==> src/rtl/field_render.sv <==
// Renders a vector-field magnitude map into a framebuffer, one shaded BLOCK_SIZE square per cell.
// Cells and pixels are visited in raster order; framebuffer writes honour draw_ready backpressure.
module field_render #(
   parameter int DRAW_WIDTH   = 640,
   parameter int DRAW_HEIGHT  = 480,
   parameter int DRAW_ADDRW   = $clog2(DRAW_WIDTH*DRAW_HEIGHT),
   parameter int DRAW_DATAW   = 4,
   parameter int FIELD_WIDTH  = 8,
   parameter int FIELD_HEIGHT = 6,
   parameter int FIELD_ADDRW  = $clog2(FIELD_WIDTH*FIELD_HEIGHT),
   parameter int FIELD_DATAW  = 96,
   parameter int BLOCK_SIZE   = 80,
   parameter int MAG_SHIFT    = 24,
   parameter int READ_LATENCY = 1
) (
   input  logic                   clk,
   input  logic                   rst_n,
   input  logic                   start,
   input  logic                   grid_en,
   output logic                   busy,
   output logic                   done,
   output logic [FIELD_ADDRW-1:0] field_addr_read,
   input  logic [FIELD_DATAW-1:0] field_data_out,
   output logic [DRAW_ADDRW-1:0]  draw_addr_write,
   output logic [DRAW_DATAW-1:0]  draw_data_in,
   output logic                   draw_we,
   input  logic                   draw_ready
);

   localparam int LW  = (BLOCK_SIZE > 1) ? $clog2(BLOCK_SIZE) : 1;
   localparam int CXW = (FIELD_WIDTH > 1) ? $clog2(FIELD_WIDTH) : 1;
   localparam int CYW = (FIELD_HEIGHT > 1) ? $clog2(FIELD_HEIGHT) : 1;
   localparam int WW  = $clog2(READ_LATENCY + 1);

   localparam logic [LW-1:0]         LAST_L        = LW'(BLOCK_SIZE - 1);
   localparam logic [CXW-1:0]        LAST_CX       = CXW'(FIELD_WIDTH - 1);
   localparam logic [CYW-1:0]        LAST_CY       = CYW'(FIELD_HEIGHT - 1);
   localparam logic [WW-1:0]         WAIT_LOAD     = WW'(READ_LATENCY - 1);
   localparam logic [DRAW_ADDRW-1:0] ROW_STEP      = DRAW_ADDRW'(DRAW_WIDTH);
   localparam logic [DRAW_ADDRW-1:0] COL_STEP      = DRAW_ADDRW'(BLOCK_SIZE);
   localparam logic [DRAW_ADDRW-1:0] CELL_ROW_STEP = DRAW_ADDRW'(BLOCK_SIZE*DRAW_WIDTH);

   if (FIELD_WIDTH*BLOCK_SIZE > DRAW_WIDTH || FIELD_HEIGHT*BLOCK_SIZE > DRAW_HEIGHT) begin : g_fit_check
      $error("field_render: field does not fit the framebuffer");
   end

   typedef enum logic [2:0] {S_IDLE, S_FETCH, S_WAIT, S_PAINT, S_DONE} state_t;

   function automatic logic [DRAW_DATAW-1:0] mag_to_shade(input logic [31:0] mag);
      logic [31:0] upper;
      upper = mag >> (MAG_SHIFT + DRAW_DATAW);
      if (upper != 32'd0) mag_to_shade = '1;
      else                mag_to_shade = mag[MAG_SHIFT +: DRAW_DATAW];
   endfunction

   function automatic logic [DRAW_DATAW-1:0] pixel_value(input logic grid, input logic [LW-1:0] lx,
                                                         input logic [LW-1:0] ly,
                                                         input logic [DRAW_DATAW-1:0] shade);
      if (grid && (lx == '0 || ly == '0)) pixel_value = '0;
      else                                pixel_value = shade;
   endfunction

   state_t                  state_q, state_d;
   logic                    busy_q, busy_d, done_q, done_d, we_q, we_d, grid_q, grid_d;
   logic [FIELD_ADDRW-1:0]  field_addr_q, field_addr_d;
   logic [DRAW_ADDRW-1:0]   draw_addr_q, draw_addr_d;
   logic [DRAW_DATAW-1:0]   draw_data_q, draw_data_d, shade_q, shade_d;
   logic [DRAW_ADDRW-1:0]   row_base_q, row_base_d, cell_base_q, cell_base_d, line_q, line_d;
   logic [CXW-1:0]          cx_q, cx_d;
   logic [CYW-1:0]          cy_q, cy_d;
   logic [LW-1:0]           lx_q, lx_d, ly_q, ly_d;
   logic [WW-1:0]           wait_q, wait_d;
   logic [DRAW_DATAW-1:0]   fetch_shade;
   logic                    unused_field_bits;

   // Only the magnitude word is rendered; the direction components are ignored.
   assign unused_field_bits = ^field_data_out[FIELD_DATAW-1:32];
   assign fetch_shade       = mag_to_shade(field_data_out[31:0]);

   // Next-state and next-output computation for the render sequencer.
   always_comb begin
      state_d = state_q;  busy_d = busy_q;  done_d = done_q;  we_d = we_q;  grid_d = grid_q;
      field_addr_d = field_addr_q;  draw_addr_d = draw_addr_q;  draw_data_d = draw_data_q;
      shade_d = shade_q;  row_base_d = row_base_q;  cell_base_d = cell_base_q;  line_d = line_q;
      cx_d = cx_q;  cy_d = cy_q;  lx_d = lx_q;  ly_d = ly_q;  wait_d = wait_q;
      case (state_q)
         S_IDLE: begin
            if (start) begin
               state_d = S_FETCH;  busy_d = 1'b1;  grid_d = grid_en;
               cx_d = '0;  cy_d = '0;  field_addr_d = '0;  row_base_d = '0;  cell_base_d = '0;
            end else begin
               state_d = S_IDLE;
            end
         end
         S_FETCH: begin
            wait_d = WAIT_LOAD;  lx_d = '0;  ly_d = '0;  state_d = S_WAIT;
         end
         S_WAIT: begin
            if (wait_q == '0) begin
               state_d = S_PAINT;  we_d = 1'b1;  shade_d = fetch_shade;
               draw_addr_d = cell_base_q;  line_d = cell_base_q;
               draw_data_d = pixel_value(grid_q, '0, '0, fetch_shade);
            end else begin
               wait_d = wait_q - WW'(1);
            end
         end
         S_PAINT: begin
            if (!draw_ready) begin
               state_d = S_PAINT;
            end else if (lx_q != LAST_L) begin
               lx_d = lx_q + LW'(1);  draw_addr_d = draw_addr_q + DRAW_ADDRW'(1);
               draw_data_d = pixel_value(grid_q, lx_q + LW'(1), ly_q, shade_q);
            end else if (ly_q != LAST_L) begin
               lx_d = '0;  ly_d = ly_q + LW'(1);
               line_d = line_q + ROW_STEP;  draw_addr_d = line_q + ROW_STEP;
               draw_data_d = pixel_value(grid_q, '0, ly_q + LW'(1), shade_q);
            end else if (cx_q == LAST_CX && cy_q == LAST_CY) begin
               we_d = 1'b0;  busy_d = 1'b0;  done_d = 1'b1;  state_d = S_DONE;
            end else begin
               we_d = 1'b0;  state_d = S_FETCH;  field_addr_d = field_addr_q + FIELD_ADDRW'(1);
               // Wrapping to the next cell row restarts from the left edge of that row band.
               if (cx_q != LAST_CX) begin
                  cx_d = cx_q + CXW'(1);  cell_base_d = cell_base_q + COL_STEP;
               end else begin
                  cx_d = '0;  cy_d = cy_q + CYW'(1);
                  row_base_d = row_base_q + CELL_ROW_STEP;  cell_base_d = row_base_q + CELL_ROW_STEP;
               end
            end
         end
         S_DONE: begin
            done_d = 1'b0;  state_d = S_IDLE;
         end
         default: begin
            state_d = S_IDLE;  busy_d = 1'b0;  done_d = 1'b0;  we_d = 1'b0;
         end
      endcase
   end

   // State and registered outputs, with synchronous reset abandoning any frame in progress.
   always_ff @(posedge clk) begin
      if (!rst_n) begin
         state_q <= S_IDLE;  busy_q <= 1'b0;  done_q <= 1'b0;  we_q <= 1'b0;  grid_q <= 1'b0;
         field_addr_q <= '0;  draw_addr_q <= '0;  draw_data_q <= '0;  shade_q <= '0;
         row_base_q <= '0;  cell_base_q <= '0;  line_q <= '0;
         cx_q <= '0;  cy_q <= '0;  lx_q <= '0;  ly_q <= '0;  wait_q <= '0;
      end else begin
         state_q <= state_d;  busy_q <= busy_d;  done_q <= done_d;  we_q <= we_d;  grid_q <= grid_d;
         field_addr_q <= field_addr_d;  draw_addr_q <= draw_addr_d;  draw_data_q <= draw_data_d;
         shade_q <= shade_d;  row_base_q <= row_base_d;  cell_base_q <= cell_base_d;  line_q <= line_d;
         cx_q <= cx_d;  cy_q <= cy_d;  lx_q <= lx_d;  ly_q <= ly_d;  wait_q <= wait_d;
      end
   end

   assign busy            = busy_q;
   assign done            = done_q;
   assign draw_we         = we_q;
   assign field_addr_read = field_addr_q;
   assign draw_addr_write = draw_addr_q;
   assign draw_data_in    = draw_data_q;

endmodule

==> config.mk <==
export PLATFORM = sky130hd
export DESIGN_NAME = field_render
export DESIGN_NICKNAME = d
export VERILOG_FILES = /design/src/rtl/field_render.sv
export SDC_FILE = /design/constraint.sdc
export NUM_CORES = 1
export LEC_CHECK = 0
export CAP_MARGIN = 20
export CELL_PAD_IN_SITES_DETAIL_PLACEMENT = 1
export CELL_PAD_IN_SITES_GLOBAL_PLACEMENT = 1
export CORE_MARGIN = 2
export CORE_UTILIZATION = 34
export DETAILED_ROUTE_END_ITERATION = 8
export GPL_TIMING_DRIVEN = 0
export MAX_ROUTING_LAYER = met4
export PLACE_DENSITY = 0.75
export SYNTH_ARGS = -nofsm -noshare
export SYNTH_HDL_FRONTEND = slang
export SYNTH_SLANG_ARGS = --single-unit
==> constraint.sdc <==
create_clock -name clk -period 2 [get_ports clk]
set_input_delay 0.4 -clock clk [delete_from_list [all_inputs] [get_ports clk]]
set_output_delay 0.4 -clock clk [all_outputs]
set_load 0.05 [all_outputs]
=== Word level (Yosys, flattened, before mapping) ===
Index checks and enable logic that the tools add are counted.

* Reductions and logical operators: 26
* Bitwise gates (word level): 4
* $add $sub $neg: 10
* Equal/unequal tests: 21
* Multiplexer cells: 82

{| class="wikitable"
|+ Operator list
! kind !! count
|-
| $mux W19 || 17
|-
| $pmux W19 S2 || 4
|-
| $mux W3 || 16
|-
| $mux W7 || 6
|-
| $mux W4 || 8
|-
| $reduce_bool A32 Y1 || 1
|-
| $mux W6 || 5
|-
| $pmux W7 S2 || 2
|-
| $add A19 B1 Y19 const B || 1
|-
| $add A19 B10 Y19 const B || 1
|-
| $add A19 B16 Y19 const B || 1
|-
| $add A19 B7 Y19 const B || 1
|-
| $ne A2 B2 Y1 const B || 9
|-
| $mux W1 || 15
|-
| $reduce_and A5 Y1 || 3
|-
| $add A7 B1 Y7 const B || 2
|-
| $logic_not A7 Y1 || 2
|-
| $ne A7 B7 Y1 const B || 2
|-
| $ne A3 B3 Y1 const B || 4
|-
| $pmux W3 S2 || 2
|-
| $pmux W3 S4 || 1
|-
| $pmux W6 S2 || 1
|-
| $reduce_and A6 Y1 || 2
|-
| $eq A3 B3 Y1 const B || 3
|-
| 18 further kinds || 34
|}

* Bits of input ports: 101
* Output and inout port bits: 32
* Register bits after elaboration: 118

=== Longest topological paths before layout ===
Gate-level depths: netlist of run 1.

* Word-level depth: 8
* Depth in mapped cells: 9
* Depth with buffers taken out: 7

=== Least setup slack after synthesis of run 1 ===
OpenSTA, ideal clock, no wires.

* Path kind: reg-to-reg
* Start: register cx_q[0]
* End: register cell_base_q[12]
* Buffers on the path: 2
* Data arrival time: 2.061 ns
* Setup slack: -0.180 ns
* Cell stages (with the launch flop): 9
* Setup time: 0.119 ns
* Required time: 1.881 ns
* Cell sequence: dfxtp_1 ha_1 ha_1 clkbuf_1 nand3_1 a21oi_1 clkbuf_1 nor3_1 o221a_2

* Word-level cells in the longest chain between the ends: 7
* Elaborated cells between the ends (all ways): 11

{| class="wikitable"
|+ RTL lines
! what !! RTL line !! source
|-
| from (decl) || 69 || <nowiki>logic [CXW-1:0] cx_q, cx_d;</nowiki>
|-
| from (signal assigned) || 145 || <nowiki>cx_q <= '0; cy_q <= '0; lx_q <= '0; ly_q <= '0; wait_q <= '0;</nowiki>
|-
| from (signal assigned) || 150 || <nowiki>cx_q <= cx_d; cy_q <= cy_d; lx_q <= lx_d; ly_q <= ly_d; wait_q <= wait_d;</nowiki>
|-
| $ne A3 B3 Y1 || 122 || <nowiki>if (cx_q != LAST_CX) begin</nowiki>
|-
| $mux W19 || 122 ||
|-
| $mux W19 || 117 || <nowiki>end else if (cx_q == LAST_CX && cy_q == LAST_CY) begin</nowiki>
|-
| $mux W19 || 113 || <nowiki>end else if (ly_q != LAST_L) begin</nowiki>
|-
| $mux W19 || 110 || <nowiki>end else if (lx_q != LAST_L) begin</nowiki>
|-
| $mux W19 || 108 || <nowiki>if (!draw_ready) begin</nowiki>
|-
| $pmux W19 S2 || 86 || <nowiki>case (state_q)</nowiki>
|-
| to (signal assigned) || 144 || <nowiki>row_base_q <= '0; cell_base_q <= '0; line_q <= '0;</nowiki>
|-
| to (signal assigned) || 149 || <nowiki>shade_q <= shade_d; row_base_q <= row_base_d; cell_base_q <= cell_base_d; line_q <= line_d;</nowiki>
|-
| to (decl) || 68 || <nowiki>logic [DRAW_ADDRW-1:0] row_base_q, row_base_d, cell_base_q, cell_base_d, line_q, line_d;</nowiki>
|}

Parallel ways exist; a longest one is shown, timed or not. The select of a mux whose other input is x is not followed.
A chain may end at the register's enable or synchronous reset.

=== Worst setup path after layout of run 1 ===
* Start: register lx_q[4]
* End: register draw_addr_q[16], in the netlist draw_addr_write[16]

* Word-level cells in the longest chain between the ends: 4
* Elaborated cells between the ends (all ways): 6

{| class="wikitable"
|+ RTL lines
! what !! RTL line !! source
|-
| from (decl) || 71 || <nowiki>logic [LW-1:0] lx_q, lx_d, ly_q, ly_d;</nowiki>
|-
| from (signal assigned) || 145 ||
|-
| from (signal assigned) || 150 ||
|-
| $ne A7 B7 Y1 * || 110 ||
|-
| $mux W19 || 110 ||
|-
| $mux W19 || 108 ||
|-
| $pmux W19 S2 || 86 ||
|-
| to (signal assigned) || 148 || <nowiki>field_addr_q <= field_addr_d; draw_addr_q <= draw_addr_d; draw_data_q <= draw_data_d;</nowiki>
|-
| to (decl) || 66 || <nowiki>logic [DRAW_ADDRW-1:0] draw_addr_q, draw_addr_d;</nowiki>
|}

Every way passes the cells marked *; elsewhere a longest branch is shown, timed or not. The select of a mux whose other input is x is not followed.

==> results of run 1 <==
[final timing paths]
kind                  start                  end
setup reg to reg    lx_q[4]  draw_addr_write[16]
hold / removal    line_q[6]            line_q[6]
setup / recovery    lx_q[4]  draw_addr_write[16]
hold reg to reg   line_q[6]            line_q[6]
[what timing repair did]
action                     in CTS  in global routing
pin swaps                      16                 24
setup endpoints to repair     103                 78
resized for setup             131                 91
setup buffers                  19                 37
gates cloned                    2                  1
[placed cells by master (no fill, tap or decap), drive strengths merged, types with 6 or more instances in the layout]
cell type      synthesis  layout
nand4                 20      20
nand2b                 6       6
buf                   20      78
nand3                 29      29
nor2                  45      45
o221a                  8       8
and3                  12      12
xor2                   8       8
nand2                 62      62
a211oi                15      15
o31ai                 26      26
o211ai                 7       7
a31oi                 16      16
dlygate4sd2            0      14
clkbuf                39      43
xnor2                 10      10
ha                    13      13
dfxtp                100     100
clkdlybuf4s50          0      23
inv                   16      18
or3                   14      14
nor4                  12      12
or4                    9       9
o21ai                 60      60
nor3                  36      36
nor3b                  6       6
a21oi                 84      84
[kinds of logic after synthesis]
| family | count (synthesis) |
|---|---|
| buffers and inverters | 75 |
| AOI/OAI and AO/OA | 273 |
| xor gates and xnor gates | 18 |
| and+or+nand+nor | 279 |
| muxes | 5 |
| adders and majority gates | 13 |
| DFF | 100 |
[area by class of cell]
| cell class | count | share of cell area [%] |
|---|---|---|
| inverters | 16 | 0.7315 |
| repair buffers | 101 | 11.48 |
| well taps | 225 | 3.429 |
| plain buffers | 53 | 4.724 |
| flip-flops and latches | 100 | 24.92 |
| clock inverters | 7 | 0.7467 |
| multi-input cells | 588 | 51.23 |
| clock buffers | 9 | 2.743 |
[sequential cells by signal, summed over array words and instances (netlist names)]
name,count
done,1
field_addr_read,6
line_q,16
busy,1
draw_data_in,4
cell_base_q,16
lx_q,7
cy_q,3
cx_q,3
ly_q,7
grid_q,1
shade_q,4
state_q,3
draw_addr_write,19
row_base_q,8
draw_we,1
[tightest hold or removal path: cells and delay by family (launching register included)]
family,cells,cell delay [ns]
compound gates,1,0.05
flops,1,0.32
simple gates,1,0.06
[per-layer routing]
| metal | vias to the layer above | routed length, um | GRT usage [%] | share of wire [%] |
|---|---|---|---|---|
| li1 | 3115 | - | - | - |
| met1 | 3386 | 10730 | 34.38 | 43 |
| met2 | 227 | 12000 | 42.80 | 48 |
| met3 | 71 | 1359 | 3.542 | 5.4 |
| met4 | 0 | 943 | 10.30 | 3.8 |
| met5 | - | 0 | - | 0 |
[report_power, final]
| group | total, uW | internal, uW | switching [uW] |
|---|---|---|---|
| clock | 1770 | 865 | 903 |
| sequential | 2120 | 2050 | 76.2 |
| combinational | 955 | 336 | 619 |
| total | 4850 | 3250 | 1600 |
[stage by stage]
stage	utilization (%)	cell area [um2]
global placement	39.19	6755
floorplan	-	6053
global route	47.63	8210
detailed placement	39.19	6755
CTS	44.35	7644
finish	47.63	8210
==> flow_metrics.py, run 1 <==
metrics = {
    "clock_tree": {
        "clock_latency_ns": 0.37,
        "clockBufferDepth": 2,
        "cts_root_buf": "clkbuf_16",
        "cts_tree": "yes",
        "path_clk_slew_ns": 0.08,
        "htreeDepth": 3,
        "clock-sinks": 100,
        "cts-hold-fix-buffers": 0,
        "cts_inserted_buffers": 9,
    },
    "place": {
        "portBuffers": 42,
        "gp_congestion": 0.8839,
        "hpwl_um": 16100,
        "placed_cells": 1030,
        "pre_cts_ws_ns": -0.8760,
    },
    "min_path": {
        "min_path_type": "reg -> reg",
        "hold_depth": 2,
    },
    "logic_synthesis": {
        "yosys_register_bits": 100,
        "syn_area_per_cell_um2": 7.815,
        "async_flop_share_pct": 0,
        "synthMuxAreaShare_pct": 0.8393,
        "synth_top_family_by_area": "compound AO/OA/AOI/OAI gates",
        "synth_simple_gate_area_share_pct": 25.28,
        "synthXorXnorAreaFrac_pct": 2.644,
        "ys_seq_area_share_pct": 33.57,
        "synth-edff-count": 0,
        "synthCells": 763,
        "netlist.area_leader.share_pct": 33.57,
        "synthTopCellsByArea": "dfxtp_1 34%, a21oi_1 6.9%, o21ai_0 4.8%",
        "synthTopCellsByCount": "100 x dfxtp_1, 82 x a21oi_1, 62 x nand2_1, 57 x o21ai_0, 45 x nor2_1",
        "syn-cell-area_um2": 5963,
        "synth_most_common_cell": "dfxtp_1",
        "yosysTopAreaCell": "dfxtp_1",
        "syn_nets": 877,
        "synthAdderAreaFrac_pct": 2.728,
        "ys_types": 69,
        "synth-compound-area-share_pct": 29.67,
        "synth_warnings": 0,
        "synth-main-ff-cell": "dfxtp_1",
    },
    "drt": {
        "via_per_inst": 6.187,
        "drt-total-wl_um": 25030,
        "drcViolationCount": 0,
        "avgRoutedWirePerCell_um": 22.78,
        "drt_iter0_drc": 652,
        "num_vias": 6799,
        "antenna_left": 0,
        "first_pass_iters": 5,
    },
    "critical_path": {
        "cp_max_fo": 5,
        "startpoint_type": "register",
        "rrSetupSlack_ns": -0.05,
        "critical_path_class": "reg -> reg",
        "crit_path_cell_trace": "or3b_4, buf_4, buf_12, or4_4, mux2i_4, nor2_2, a211oi_2",
        "crit_path_end_kind": "register",
        "required_ns": 2.30,
        "cpMaxStageDelayCell": "or4_4",
        "worst-path-buf-inv": 2,
        "critPathTopFamily": "simple AND/OR/NAND/NOR gates",
        "r2r_cells": 7,
        "cp.arrival_ns": 2.35,
        "cp.depth": 7,
        "cpPeakStageDelay_ns": 0.49,
    },
    "job": {
        "cap_violations": 0,
    },
    "sta": {
        "period_needed_ns": 2.049,
        "clock_skew_ns": 0.01225,
        "hold_viol": 0,
        "fmax_mhz": 488.0,
        "fin_hold_ws_ns": 0.4731,
        "fin_ws_ns": -0.04933,
        "setup_tns_ns": -0.1366,
        "rsz0062_at_grt": "true",
        "finalMaxSlewViolations": 0,
        "relSlewSlack_pct": 32.28,
        "post-route-period-util_pct": 102.5,
        "tightest_slew_ns": 1.016,
        "setup-violations-final": 6,
    },
    "floorplanning": {
        "initial_core_util_pct": 34.60,
        "die_h_um": 136.4,
        "row_count": 48,
        "io_pins": 133,
        "core_area_um2": 17240,
        "die_w_um": 136.4,
        "die_area_um2": 18610,
    },
    "cells_and_area": {
        "layout.cells.non_filler": 1099,
        "nets": 983,
        "seqCellArea_um2": 2046,
        "drive_above_1_share_pct": 25.97,
        "multi_input_area_um2": 4207,
        "num-fill-cells": 2028,
        "antenna_cells": 0,
        "area_growth_pct": 37.68,
    },
    "grt": {
        "track_usage_pct": 26.77,
        "grt_max_degree": 19,
        "antenna_found_initial": 0,
        "grt_pass1_vias": 6594,
        "grt_pass1_wl_um": 37180,
        "grt_overflow": 0,
    },
    "pwr": {
        "ir_drop_mv": 0.3752,
        "power_uw": 4848,
        "p_leak_uw": 0.002993,
        "power_density_nw_per_um2": 590.4,
    },
    "outcome": {
        "violations": "negative setup slack",
        "status": "finished, violations left",
    },
}
Power figures use the tool's default switching activity.
==> inputs of run 2 (changes only) <==
--- a/config.mk
+++ b/config.mk
@@ -8,7 +8,6 @@
 export CAP_MARGIN = 20
 export CELL_PAD_IN_SITES_DETAIL_PLACEMENT = 1
 export CELL_PAD_IN_SITES_GLOBAL_PLACEMENT = 1
-export CORE_MARGIN = 2
 export CORE_UTILIZATION = 34
 export DETAILED_ROUTE_END_ITERATION = 8
 export GPL_TIMING_DRIVEN = 0
==> run 2 against run 1 <==
Effect of this change:
- the run still ends with negative setup slack left
- cell area up 3.4%
- sequential power is essentially flat
- utilization increased by 1.6 points
- power up 4.4%
- first-iteration DRC count shrank 17%
- sequential share of layout area shrank 0.81 points
- setup slack worse by 0.13 ns
- via count rose by 3.9%
- hold slack got worse by 0.0034 ns
==> flow_metrics.py, run 2 (synthesized netlist as in run 1, its figures left out) <==
metrics = {
    "floorplanning": {
        "core_area_um2": 17240,
        "die_h_um": 134.4,
        "io_pins": 133,
        "initial_core_util_pct": 34.60,
        "row_count": 48,
        "die_area_um2": 18070,
        "die_w_um": 134.4,
    },
    "drt": {
        "via_per_inst": 6.316,
        "num_vias": 7061,
        "antenna_left": 0,
        "avgRoutedWirePerCell_um": 23.78,
        "drt-total-wl_um": 26580,
        "drcViolationCount": 0,
        "drt_iter0_drc": 543,
        "first_pass_iters": 5,
    },
    "pwr": {
        "power_density_nw_per_um2": 596.5,
        "ir_drop_mv": 0.4166,
        "power_uw": 5063,
        "p_leak_uw": 0.003126,
    },
    "job": {
        "cap_violations": 0,
    },
    "cells_and_area": {
        "fin_util_pct": 49.24,
        "seqCellArea_um2": 2046,
        "final_cell_mix": "79 x dfxtp_1, 74 x a21oi_1, 69 x buf_4, 56 x nand2_1, 42 x nor2_1",
        "multi_input_area_um2": 4293,
        "drive_above_1_share_pct": 28.33,
        "nets": 1002,
        "stdcell_area_um2": 8487,
        "num-fill-cells": 2004,
        "final_common_cell": "dfxtp_1",
        "area_growth_pct": 42.32,
        "antenna_cells": 0,
        "largest_reg_flops": 19,
    },
    "critical_path": {
        "reg2reg_to": "field_addr_read[5]",
        "critical_path_class": "reg -> reg",
        "r2r_cells": 8,
        "crit_path_cell_trace": "or3b_4, nor3_4, buf_6, a21oi_4, buf_8, buf_6, or3_4, a21oi_2",
        "startpoint": "lx_q[5]",
        "crit_path_end_kind": "register",
        "r2r-start": "lx_q[5]",
        "worst_path_most_repeated_cell": "buf_6",
        "cp_max_fo": 6,
        "cp-endpoint": "field_addr_read[5]",
        "cp.arrival_ns": 2.48,
        "required_ns": 2.30,
        "cpPeakStageDelay_ns": 0.44,
        "startpoint_type": "register",
        "cpMaxStageDelayCell": "or3b_4",
        "rrSetupSlack_ns": -0.18,
    },
    "clock_tree": {
        "cts-hold-fix-buffers": 0,
        "cts_tree": "yes",
        "clock_latency_ns": 0.37,
        "cts_inserted_buffers": 9,
        "htreeDepth": 3,
        "clock-sinks": 100,
        "cts_root_buf": "clkbuf_16",
        "path_clk_slew_ns": 0.08,
        "clockBufferDepth": 2,
    },
    "sta": {
        "tightest_slew_ns": 0.9752,
        "setup-violations-final": 44,
        "period_needed_ns": 2.178,
        "fmax_mhz": 459.2,
        "rsz0062_at_grt": "true",
        "fin_hold_ws_ns": 0.4697,
        "finalMaxSlewViolations": 0,
        "post-route-period-util_pct": 108.9,
        "fin_ws_ns": -0.1777,
        "clock_skew_ns": 0.01376,
        "relSlewSlack_pct": 34.99,
        "hold_viol": 0,
    },
    "grt": {
        "track_usage_pct": 28.44,
        "grt_pass1_wl_um": 38440,
        "grt_max_degree": 18,
        "grt_pass1_vias": 6815,
        "antenna_found_initial": 0,
        "grt_overflow": 0,
    },
    "place": {
        "post_dp_cell_area_um2": 6755,
        "portBuffers": 42,
        "hpwl_um": 16240,
        "pre_cts_ws_ns": -0.8880,
        "gp_congestion": 0.8715,
    },
    "outcome": {
        "status": "finished, violations left",
        "violations": "negative setup slack",
    },
    "min_path": {
        "min_path_type": "reg -> reg",
    },
}
## run 2: cell types whose count changed in the layout (fill, tap and decap cells not counted), moves of 4 or more
cell / delta
buf_4: +17
a21oi_2: -5
o21ai_0: -7
o31ai_1: -6
o21ai_1: +5
a21oi_1: +4
## run 2: layer usage
| metal | GRT usage (%) | wire length, um | up-vias |
|---|---|---|---|
| li1 | - | - | 3160 |
| met1 | 35.41 | 10930 | 3524 |
| met2 | 45.45 | 12830 | 286 |
| met3 | 4.422 | 1590 | 91 |
| met4 | 12.42 | 1230 | 0 |
| met5 | - | 0 | - |
## run 2: through the flow
step	setup TNS [ns]	std cells
floorplan	0	763
global route	-5.143	1118
detailed placement	-51.12	1030
CTS	-0.1276	1078
global placement	-48.45	1030
finish	-2.795	1118
## run 2: how the worst min path moves through the flow
stage / endpoint / cells past startpoint / slack [ns] / startpoint
floorplan: line_q[3] / 2 / 0.43 / line_q[3]
global placement: line_q[3] / 2 / 0.44 / line_q[3]
detailed placement: line_q[3] / 2 / 0.45 / line_q[3]
CTS: line_q[3] / 2 / 0.46 / line_q[3]
global route: line_q[3] / 2 / 0.49 / line_q[3]
finish: line_q[3] / 2 / 0.47 / line_q[3]
## run 2: final cells by class
| type | instances | share of cell area [%] |
|---|---|---|
| multi-input cells | 588 | 50.58 |
| inverters | 16 | 0.7077 |
| clock buffers | 10 | 2.816 |
| clock inverters | 6 | 0.8403 |
| well taps | 225 | 3.317 |
| repair buffers | 120 | 12.90 |
| flip-flops and latches | 100 | 24.10 |
| plain buffers | 53 | 4.732 |
## run 2: where the power goes
| part | switching [uW] | total, uW | internal (uW) |
|---|---|---|---|
| Clock | 882 | 1900 | 1020 |
| Combinational | 655 | 1040 | 383 |
| Sequential | 78.4 | 2130 | 2050 |
| Total | 1610 | 5060 | 3450 |
## run 2: worst max-delay path, delay by kind of cell, from the launching register on
kind                   cells  cell delay, ns
AO/OA/AOI/OAI              2            0.19
buffers and inverters      3            0.43
flip-flops                 1            0.36
AND/OR/NAND/NOR            3            1.12
## run 2: repair_timing
action / 4_1_cts / 5_1_grt
pin swaps: 21 / 38
setup buffers: 34 / 41
resized for setup: 151 / 101
cloned: 4 / 0
setup endpoints to repair: 104 / 83
